## src/rtl/arb_mux2x1.sv

```systemverilog
// Two-input valid/ready arbiter with a registered output slot.
// Ties go to the current owner until its burst budget is spent, then switch.
//
// Ports:
//   clk, rst            : clock, async active-high reset
//   inX_valid/data/ready: requester X handshake (X = 0,1)
//   out_valid/ready/data: registered output handshake
//   out_src             : requester index that supplied out_data
module arb_mux2x1 #(
  parameter int WIDTH     = 8,
  parameter int MAX_BURST = 4
) (
  input  logic             clk,
  input  logic             rst,
  input  logic             in0_valid,
  input  logic [WIDTH-1:0] in0_data,
  output logic             in0_ready,
  input  logic             in1_valid,
  input  logic [WIDTH-1:0] in1_data,
  output logic             in1_ready,
  output logic             out_valid,
  input  logic             out_ready,
  output logic [WIDTH-1:0] out_data,
  output logic             out_src
);

  localparam int CW = $clog2(MAX_BURST + 1);
  localparam logic [CW-1:0] CMAX = CW'(MAX_BURST);

  typedef enum logic [1:0] {
    IDLE = 2'd0,
    OWN0 = 2'd1,
    OWN1 = 2'd2
  } state_e;

  state_e           state_q, state_d;
  logic [CW-1:0]    cnt_q, cnt_d;
  logic             valid_q;
  logic [WIDTH-1:0] data_q;
  logic             src_q;

  logic load;
  logic gnt0, gnt1;
  logic xfer0, xfer1;
  logic burst_left;

  // State register
  always_ff @(posedge clk or posedge rst) begin
    if (rst) begin
      state_q <= IDLE;
      cnt_q   <= '0;
    end else begin
      state_q <= state_d;
      cnt_q   <= cnt_d;
    end
  end

  // Output logic: grants and readies
  always_comb begin
    load       = !valid_q || out_ready;
    burst_left = (cnt_q < CMAX);
    gnt0       = 1'b0;
    gnt1       = 1'b0;
    if (in0_valid && !in1_valid) begin
      gnt0 = 1'b1;
    end else if (in1_valid && !in0_valid) begin
      gnt1 = 1'b1;
    end else if (in0_valid && in1_valid) begin
      case (state_q)
        OWN0: begin
          gnt0 = burst_left;
          gnt1 = !burst_left;
        end
        OWN1: begin
          gnt1 = burst_left;
          gnt0 = !burst_left;
        end
        default: gnt0 = 1'b1;
      endcase
    end
    // Readies drop during reset so no word is taken while state is forced.
    in0_ready = load && gnt0 && !rst;
    in1_ready = load && gnt1 && !rst;
    xfer0     = in0_valid && in0_ready;
    xfer1     = in1_valid && in1_ready;
  end

  // Next-state logic
  always_comb begin
    state_d = state_q;
    cnt_d   = cnt_q;
    if (load) begin
      if (xfer0) begin
        state_d = OWN0;
        if (state_q != OWN0) cnt_d = CW'(1);
        else if (burst_left) cnt_d = cnt_q + CW'(1);
      end else if (xfer1) begin
        state_d = OWN1;
        if (state_q != OWN1) cnt_d = CW'(1);
        else if (burst_left) cnt_d = cnt_q + CW'(1);
      end else begin
        state_d = IDLE;
        cnt_d   = '0;
      end
    end
  end

  // Output slot
  always_ff @(posedge clk or posedge rst) begin
    if (rst) begin
      valid_q <= 1'b0;
      data_q  <= '0;
      src_q   <= 1'b0;
    end else if (load) begin
      valid_q <= xfer0 || xfer1;
      if (xfer0) begin
        data_q <= in0_data;
        src_q  <= 1'b0;
      end else if (xfer1) begin
        data_q <= in1_data;
        src_q  <= 1'b1;
      end
    end
  end

  assign out_valid = valid_q;
  assign out_data  = data_q;
  assign out_src   = src_q;

endmodule

```

## config.mk

```make
export PLATFORM = sky130hd
export DESIGN_NAME = arb_mux2x1
export DESIGN_NICKNAME = d
export VERILOG_FILES = /design/src/rtl/arb_mux2x1.sv
export SDC_FILE = /design/constraint.sdc
export NUM_CORES = 1
export LEC_CHECK = 0
export BUFFER_PORTS_ARGS = -buffer_cell sky130_fd_sc_hd__buf_2
export CAP_MARGIN = 25
export CELL_PAD_IN_SITES_DETAIL_PLACEMENT = 1
export CELL_PAD_IN_SITES_GLOBAL_PLACEMENT = 2
export CORE_MARGIN = 2
export CORE_UTILIZATION = 31
export CTS_CLUSTER_SIZE = 14
export DETAILED_ROUTE_END_ITERATION = 12
export PLACE_DENSITY_LB_ADDON = 0.2
export SYNTH_ARGS = -nofsm -noshare
export SYNTH_HDL_FRONTEND = slang
export SYNTH_SLANG_ARGS = --single-unit
export TNS_END_PERCENT = 1
```

## constraint.sdc

```tcl
create_clock -name clk -period 4.69 [get_ports clk]
set_input_delay 1.1725 -clock clk [delete_from_list [all_inputs] [get_ports clk]]
set_output_delay 1.1725 -clock clk [all_outputs]
set_load 0.02 [all_outputs]
```

Word-level counts from Yosys, hierarchy flattened
Cells that the tools add are included.
{ "classes": {"n_addsub": 1, "n_lt_le_gt_ge": 1, "eq_ne": 4, "n_mux": 19, "n_reduce_logical": 18} }
{ "ops": {"columns": ["operator", "n"], "rows": [
  ["8-bit two-way mux", 2],
  ["3-bit two-way mux", 5],
  ["1-bit logical AND", 9],
  ["1-bit two-way mux", 8],
  ["1-bit zero test", 5],
  ["2-bit two-way mux", 2],
  ["1-bit case mux with 2 select lines", 2],
  ["3-bit by 1-bit adder with 3-bit output (second input constant)", 1],
  ["3-bit less-than comparator (second input constant)", 1],
  ["2-bit by 1-bit == test with 1-bit output (second input constant)", 1],
  ["2-bit == test (second input constant)", 1],
  ["1-bit logical OR", 2],
  ["2-bit by 1-bit != test with 1-bit output (second input constant)", 1],
  ["2-bit != test (second input constant)", 1],
  ["2-bit AND reduction", 1],
  ["2-bit nonzero test", 1]
]} }
{ "word_totals": {"regBits": 15, "inputBits": 21, "output_inout_bits": 12, "elab_cells": 48} }

Longest topological paths before layout
Gate-level depths: netlist of the first run.
{ "logic_depth": {"depth_word": 11, "depth_mapped": 8, "ltp_nobuf": 7} }

Worst setup path before layout of the first run
Ideal clock, no wire load.
{ "synth_timing": {"path_kind": "input -> output", "startpoint": "input port out_ready", "endpoint": "output port in1_ready", "t_arrival_ps": 2139, "t_required_ps": 3518, "slack_ps": 1379, "cell_stages": 2, "n_path_buf": 0, "cell_sequence": "nor2b_1 a2111oi_2"} }
{ "synth_between": {"elab_chain_cells": 3} }
{ "synth_lines": {"columns": ["item", "line_no", "rtl"], "rows": [
  ["start, declared", "22", "input logic out_ready,"],
  ["1-bit logical OR", "60", "load = !valid_q || out_ready;"],
  ["1-bit logical AND (2 in a row)", "83", "in1_ready = load && gnt1 && !rst;"],
  ["end, declared", "20", "output logic in1_ready,"]
]} }
No other way between the ends.

Final worst setup path of the first run
{ "layout_timing": {"startpoint": "input port out_ready", "endpoint": "output port in0_ready"} }
{ "layout_between": {"elab_chain_cells": 3} }
{ "layout_lines": {"columns": ["item", "line_no", "rtl"], "rows": [
  ["1-bit logical OR", "60", null],
  ["1-bit logical AND (2 in a row)", "82", "in0_ready = load && gnt0 && !rst;"],
  ["end, declared", "17", "output logic in0_ready,"]
]} }
No other way between the ends.

==> out/metrics.cfg, run 1 <==
[floorplan]
die_h_um=56.9
die-area_um2=3230
die_x_um=56.9
rows=19
initial_utilization_pct=31.9
coreArea_um2=2710
num_io_pins=33

[routing]
wl_per_cell_um=13.8
via_per_inst=4.87
routed.top_layer=met4
drc=0
met1_length_um=831
num_vias=692
drtIter0Drc=9
drt-pass1-iter-count=4
wl_met3_um=114
wl_met2_um=978
drt-total-wl_mm=1.97
postRouteAntennaNets=0

[sta]
tns_ns=0
hold_viol_final=0
skew_ns=0.00508
fin_crit_ns=3.62
fmax_mhz=277
maxSlewHeadroom_pct=58.0
fin_crit_sh_pct=77.1
setup_viol=0
rsz0062_at_grt=false
drv_slew=0
tightest_slew_ns=0.629
whs_ns=0.512

[critical_path]
crit_type=in -> out
r2r_slack_ns=2.44
timing.rr.start=state_q[0]
cp.arrival_ns=2.44
start_kind=primary input
r2r_end=out_data[1]
endpoint_kind=output pin
cp.required_ns=3.52
critical_path.max_fanout=14
r2r_cells=6

[synthesis]
netlist_area_um2=866
synth-simple-area-share_pct=8.38
syn_nets=103
synth-xor-area-share_pct=1.01
avgSynthCellArea_um2=11.2
synth_cell_types=23
syn_inst=77
synth_edf_count=0
synthTopCellsByArea=dfrtp_1, mux2_2, ha_1
yosysWarnings=0
ys_ff_latch=15
synth_top_family_by_area=multiplexers
seq_area_frac_synth_pct=43.4
synth_compound_area_share_pct=10.7
yosys.area.top_type_share_pct=43.4
synthMuxAreaShare_pct=24.1
synth-async-reset-ratio_pct=100
ys.flop_type=dfrtp_1
synthAdderAreaFrac_pct=7.23
synth_area_leader_cell=dfrtp_1

[global_route]
track_usage_pct=14.5
grt_pass1_wl_mm=3.47
grt_pass1_vias=781
gr-total-overflow=0
antenna_found_initial=0
grt_max_degree=17

[clock_network]
clock_sinks=15
ctsResizeCount=0
clk_latency_ns=0.30
holdBufCountCts=0
clockRootBuffer=clkbuf_4
cts_tree=done
postCtsSetupBuffers=0
htree_levels=1
path_clk_slew_ns=0.11
cts_buffers=3
clockBufferDepth=2

[placed_design]
port_buffers=32
hpwl_mm=1.50
gp_congestion=0.756

[min_path]
hold_depth=2
min_from=out_src
hold_end=out_src
hold_class=reg -> reg

[power_and_ir_drop]
combPwrFrac_pct=33.9
swShare_pct=35.9
power_frac_seq_pct=44.3
power.net_switching_mw=0.137
clockPowerShare_pct=21.8
peakVddDrop_uv=224
power.internal_mw=0.244
power_density_nw_per_um2=352
p_leak_nw=0.544

[run_status]
status=finished clean

[cells_and_area]
utilization_pct=39.8
drive_gt1_share_pct=47.7
num_antenna_cells=0
area_delta_synth_final_pct=24.7
nFillCells=326
nNetsFinal=138

[flow_run]
maxCapViolations=0

[cells in the final DEF (no fill, tap or decap)]
cell type / instances
a2111o_1: 1
mux2_4: 3
clkbuf_4: 3
or2_2: 1
nand2_1: 3
ha_1: 5
inv_1: 6
a31oi_1: 1
nor2_1: 5
clkinvlp_4: 1
mux2_2: 11
nand3_1: 2
nor2b_1: 2
o21ai_0: 2
o211a_1: 1
nand2b_1: 1
a21oi_1: 8
a2111oi_2: 1
xor2_1: 1
nand3b_1: 1
buf_4: 1
mux2i_1: 4
buf_2: 32
dfrtp_1: 15
[worst max-delay path, cell delays in order]
cell	delay, ns
buf_2	0.10
nor2b_1	0.33
a2111o_1	0.49
inv_1	0.15
buf_2	0.19
[how the worst max path moves through the flow]
stage	start	endpoint	cells after the start
after floorplan	out_ready	in1_ready	2
after global placement	out_ready	in0_ready	5
after detailed placement	out_ready	in0_ready	5
after CTS	out_ready	in0_ready	5
after global routing	out_ready	in0_ready	5
final	out_ready	in0_ready	5
[synthesized netlist by cell type (2+ instances only)]
cell type,count
o21ai_0,2
mux2_2,11
ha_1,5
nand3_1,2
dfrtp_1,15
inv_1,6
a21oi_1,8
mux2i_1,4
nor2b_1,2
mux2_4,3
nor2_1,5
nand2_1,3
[metal layers]
metal / vias up / global-route usage (%)
met2: 21 / 24.3
met1: 331 / 16.3
met4: 0 / 6.98
met5: - / 0
li1: 335 / -
met3: 5 / 5.07
[layout make-up]
class	instances	area, µm²	share of cell area, %
timing repair buffer	33	168	15.5
multi-input combinational	53	445	41.3
tap	31	38.8	3.59
clock inverter	1	7.51	0.695
inverter	6	22.5	2.09
clock buffer	3	22.5	2.09
sequential	15	375	34.8
[through the flow]
stage                     instances  setup slack, ns  area (µm²)  power [mW]
after floorplan                  77             1.38         866       0.258
after global placement          138             1.04        1050       0.300
after detailed placement        138             1.03        1050       0.302
after CTS                       142             1.02        1080       0.389
after global routing            142            0.900        1080       0.408
final                           142             1.07        1080       0.381
[power by group through the flow]
stage / Clock, mW / Combinational [mW] / Sequential (mW)
detailed placement: 0 / 0.131 / 0.171
global route: 0.0924 / 0.142 / 0.174
finish: 0.0830 / 0.129 / 0.169
CTS: 0.0878 / 0.132 / 0.169
global placement: 0 / 0.129 / 0.171
floorplan: 0 / 0.0597 / 0.198
[cells by family after synthesis]
kind of cell	count (synthesis)
AOI/OAI and AO/OA	14
DFF	15
buffers and inverters	9
muxes	18
adders and majority gates	5
and+or+nand+nor	15
xor gates and xnor gates	1
[state kept, by name, summed over array words and instances (netlist names)]
register / flops
cnt_q: 3
out_src: 1
out_valid: 1
out_data: 8
state_q: 2
(Power assumes the default switching activity.)
==> inputs of run 2 (changes only) <==
--- a/config.mk
+++ b/config.mk
@@ -10,7 +10,7 @@
 export CELL_PAD_IN_SITES_DETAIL_PLACEMENT = 1
 export CELL_PAD_IN_SITES_GLOBAL_PLACEMENT = 2
 export CORE_MARGIN = 2
-export CORE_UTILIZATION = 31
+export CORE_UTILIZATION = 26
 export CTS_CLUSTER_SIZE = 14
 export DETAILED_ROUTE_END_ITERATION = 12
 export PLACE_DENSITY_LB_ADDON = 0.2
==> constraint.sdc (replaced) <==
create_clock -name clk -period 2.9 [get_ports clk]
set_input_delay 0.725 -clock clk [delete_from_list [all_inputs] [get_ports clk]]
set_output_delay 0.725 -clock clk [all_outputs]
set_load 0.02 [all_outputs]
==> run 2 against run 1 <==
  * Combinational power increased by 63%
  * Design area grew 2.9%
  * Non-clock buffer count rose by 2
  * Critical path type is now reg -> out
  * Largest cell class unchanged
==> out/metrics.cfg, run 2 (synthesis gave the netlist of run 1 again) <==
[critical_path]
slowest_stage=a2111o_1
cp.arrival_ns=1.86  ; -0.58 ns
slowest_delay_ns=0.44  ; -0.05 ns
start_kind=register
endpoint_kind=output pin
crit_type=reg -> out
path_common_cell=inv_1
timing.rr.start=state_q[0]
r2r_cells=7  ; +1
critPathLaunch=state_q[0]
cp.required_ns=2.17  ; -1.35 ns
critical_path.max_fanout=3  ; -11
crit_path_cell_trace=inv_1 > ha_1 > mux2i_1 > a2111o_1 > inv_1 > buf_2

[power_and_ir_drop]
power_density_nw_per_um2=550  ; +56%
p_leak_nw=0.553  ; +1.7%
peakVddDrop_uv=225  ; +0.61%

[sta]
fmax_mhz=387
drv_slew=0  ; unchanged
skew_ns=0.00634  ; +0.00126 ns
fin_crit_ns=2.58
rsz0062_at_grt=false
fin_crit_sh_pct=89.1
hold_viol_final=0  ; unchanged
maxSlewHeadroom_pct=72.2  ; +14 points
setup_viol=0  ; unchanged
tightest_slew_ns=0.416  ; -0.213 ns
tns_ns=0  ; unchanged
setup_ws_ns=0.317  ; -0.758 ns

[clock_network]
cts_buffers=3  ; unchanged
htree_levels=1  ; unchanged
cts_tree=done
clockBufferDepth=2  ; unchanged
clock_sinks=15  ; unchanged
clk_latency_ns=0.30  ; about the same
holdBufCountCts=0  ; unchanged
path_clk_slew_ns=0.10  ; about the same
ctsResizeCount=0  ; unchanged
clockRootBuffer=clkbuf_4
postCtsSetupBuffers=0  ; unchanged

[routing]
wl_per_cell_um=12.4  ; -10%
drt-total-wl_mm=1.95  ; -0.61%
num_vias=709  ; +2.5%
drt-pass1-iter-count=3  ; -1
drtIter0Drc=14  ; +5
via_per_inst=4.52  ; -7.3%
postRouteAntennaNets=0  ; unchanged
drc=0  ; unchanged

[flow_run]
maxCapViolations=0  ; unchanged

[cells_and_area]
final_cell_mix=buf_2, dfrtp_1, mux2_2
utilization_pct=35.8  ; -4.0 points
largest_register_ffs=8  ; unchanged
final-instance-count-excl-fill=157  ; +11%
num_antenna_cells=0  ; unchanged
area_delta_synth_final_pct=28.3
drive_gt1_share_pct=48.7  ; +0.92 points
nNetsFinal=140  ; +1.4%
layout_commonest_cell=buf_2
design_area_um2=1110  ; +2.9%

[floorplan]
die-area_um2=3810  ; +18%
coreArea_um2=3100  ; +14%
rows=20  ; +1
initial_utilization_pct=27.9  ; -4.0 points
num_io_pins=33  ; unchanged
die_h_um=61.7  ; +8.5%
die_x_um=61.7  ; +8.5%

[global_route]
gr-total-overflow=0  ; unchanged
track_usage_pct=13.0  ; -1.5 points
antenna_found_initial=0  ; unchanged
grt_pass1_wl_mm=3.42  ; -1.4%
grt_pass1_vias=771  ; -1.3%
grt_max_degree=16  ; -1

[run_status]
status=finished clean

[placed_design]
placed_area_um2=1080  ; +3.0%
gp_congestion=0.722  ; -4.5%
dp.cells=153  ; +11%
hpwl_mm=1.54  ; +2.9%
pre_cts_ws_ns=0.550  ; -0.481 ns
port_buffers=32  ; unchanged

[min_path]
hold_class=in -> async

run 2: power by group:
part | switching (mW) | internal [mW] | leakage [nW]
clock network | 0.0769 | 0.0526 | 0.0139
logic | 0.117 | 0.0935 | 0.355
registers | 0.0216 | 0.250 | 0.184
total | 0.215 | 0.396 | 0.553
run 2: final timing paths:
check	to	slack, ns
min in group clk	out_src	0.50
max	in0_ready	0.32
min	out_data[3]	0.48
max in group asynchronous	cnt_q[2]	2.24
min reg2reg	out_src	0.50
max reg2reg	out_data[7]	0.74
run 2: layer usage:
metal	GRT usage, %	vias up	share of wire (%)
met3	4.35	4	5.1
met5	0	-	0
met2	22.7	18	52
met4	7.29	0	2.2
li1	-	342	-
met1	13.7	345	40
run 2: layout make-up:
| class | instances | area [µm²] |
|---|---|---|
| Fill cell | 371 | 1990 |
| Multi-Input combinational cell | 53 | 445 |
| Sequential cell | 15 | 375 |
| Timing Repair Buffer | 35 | 183 |
| Tap cell | 44 | 55.1 |
| Clock buffer | 3 | 22.5 |
| Inverter | 6 | 22.5 |
| Clock inverter | 1 | 7.51 |
run 2: worst max-delay path, delay by kind of cell (launching register included):
| kind | cells | cell delay, ns |
|---|---|---|
| compound gates | 1 | 0.44 |
| flops | 1 | 0.41 |
| buf+inv | 3 | 0.38 |
| mux | 1 | 0.12 |
| fa+ha+maj | 1 | 0.21 |
run 2: stage by stage:
stage / total power [mW] / hold slack, ns
floorplan: 0.417 / 0.518
global placement: 0.487 / 0.477
detailed placement: 0.491 / 0.486
CTS: 0.625 / 0.473
global route: 0.662 / 0.484
finish: 0.611 / 0.479
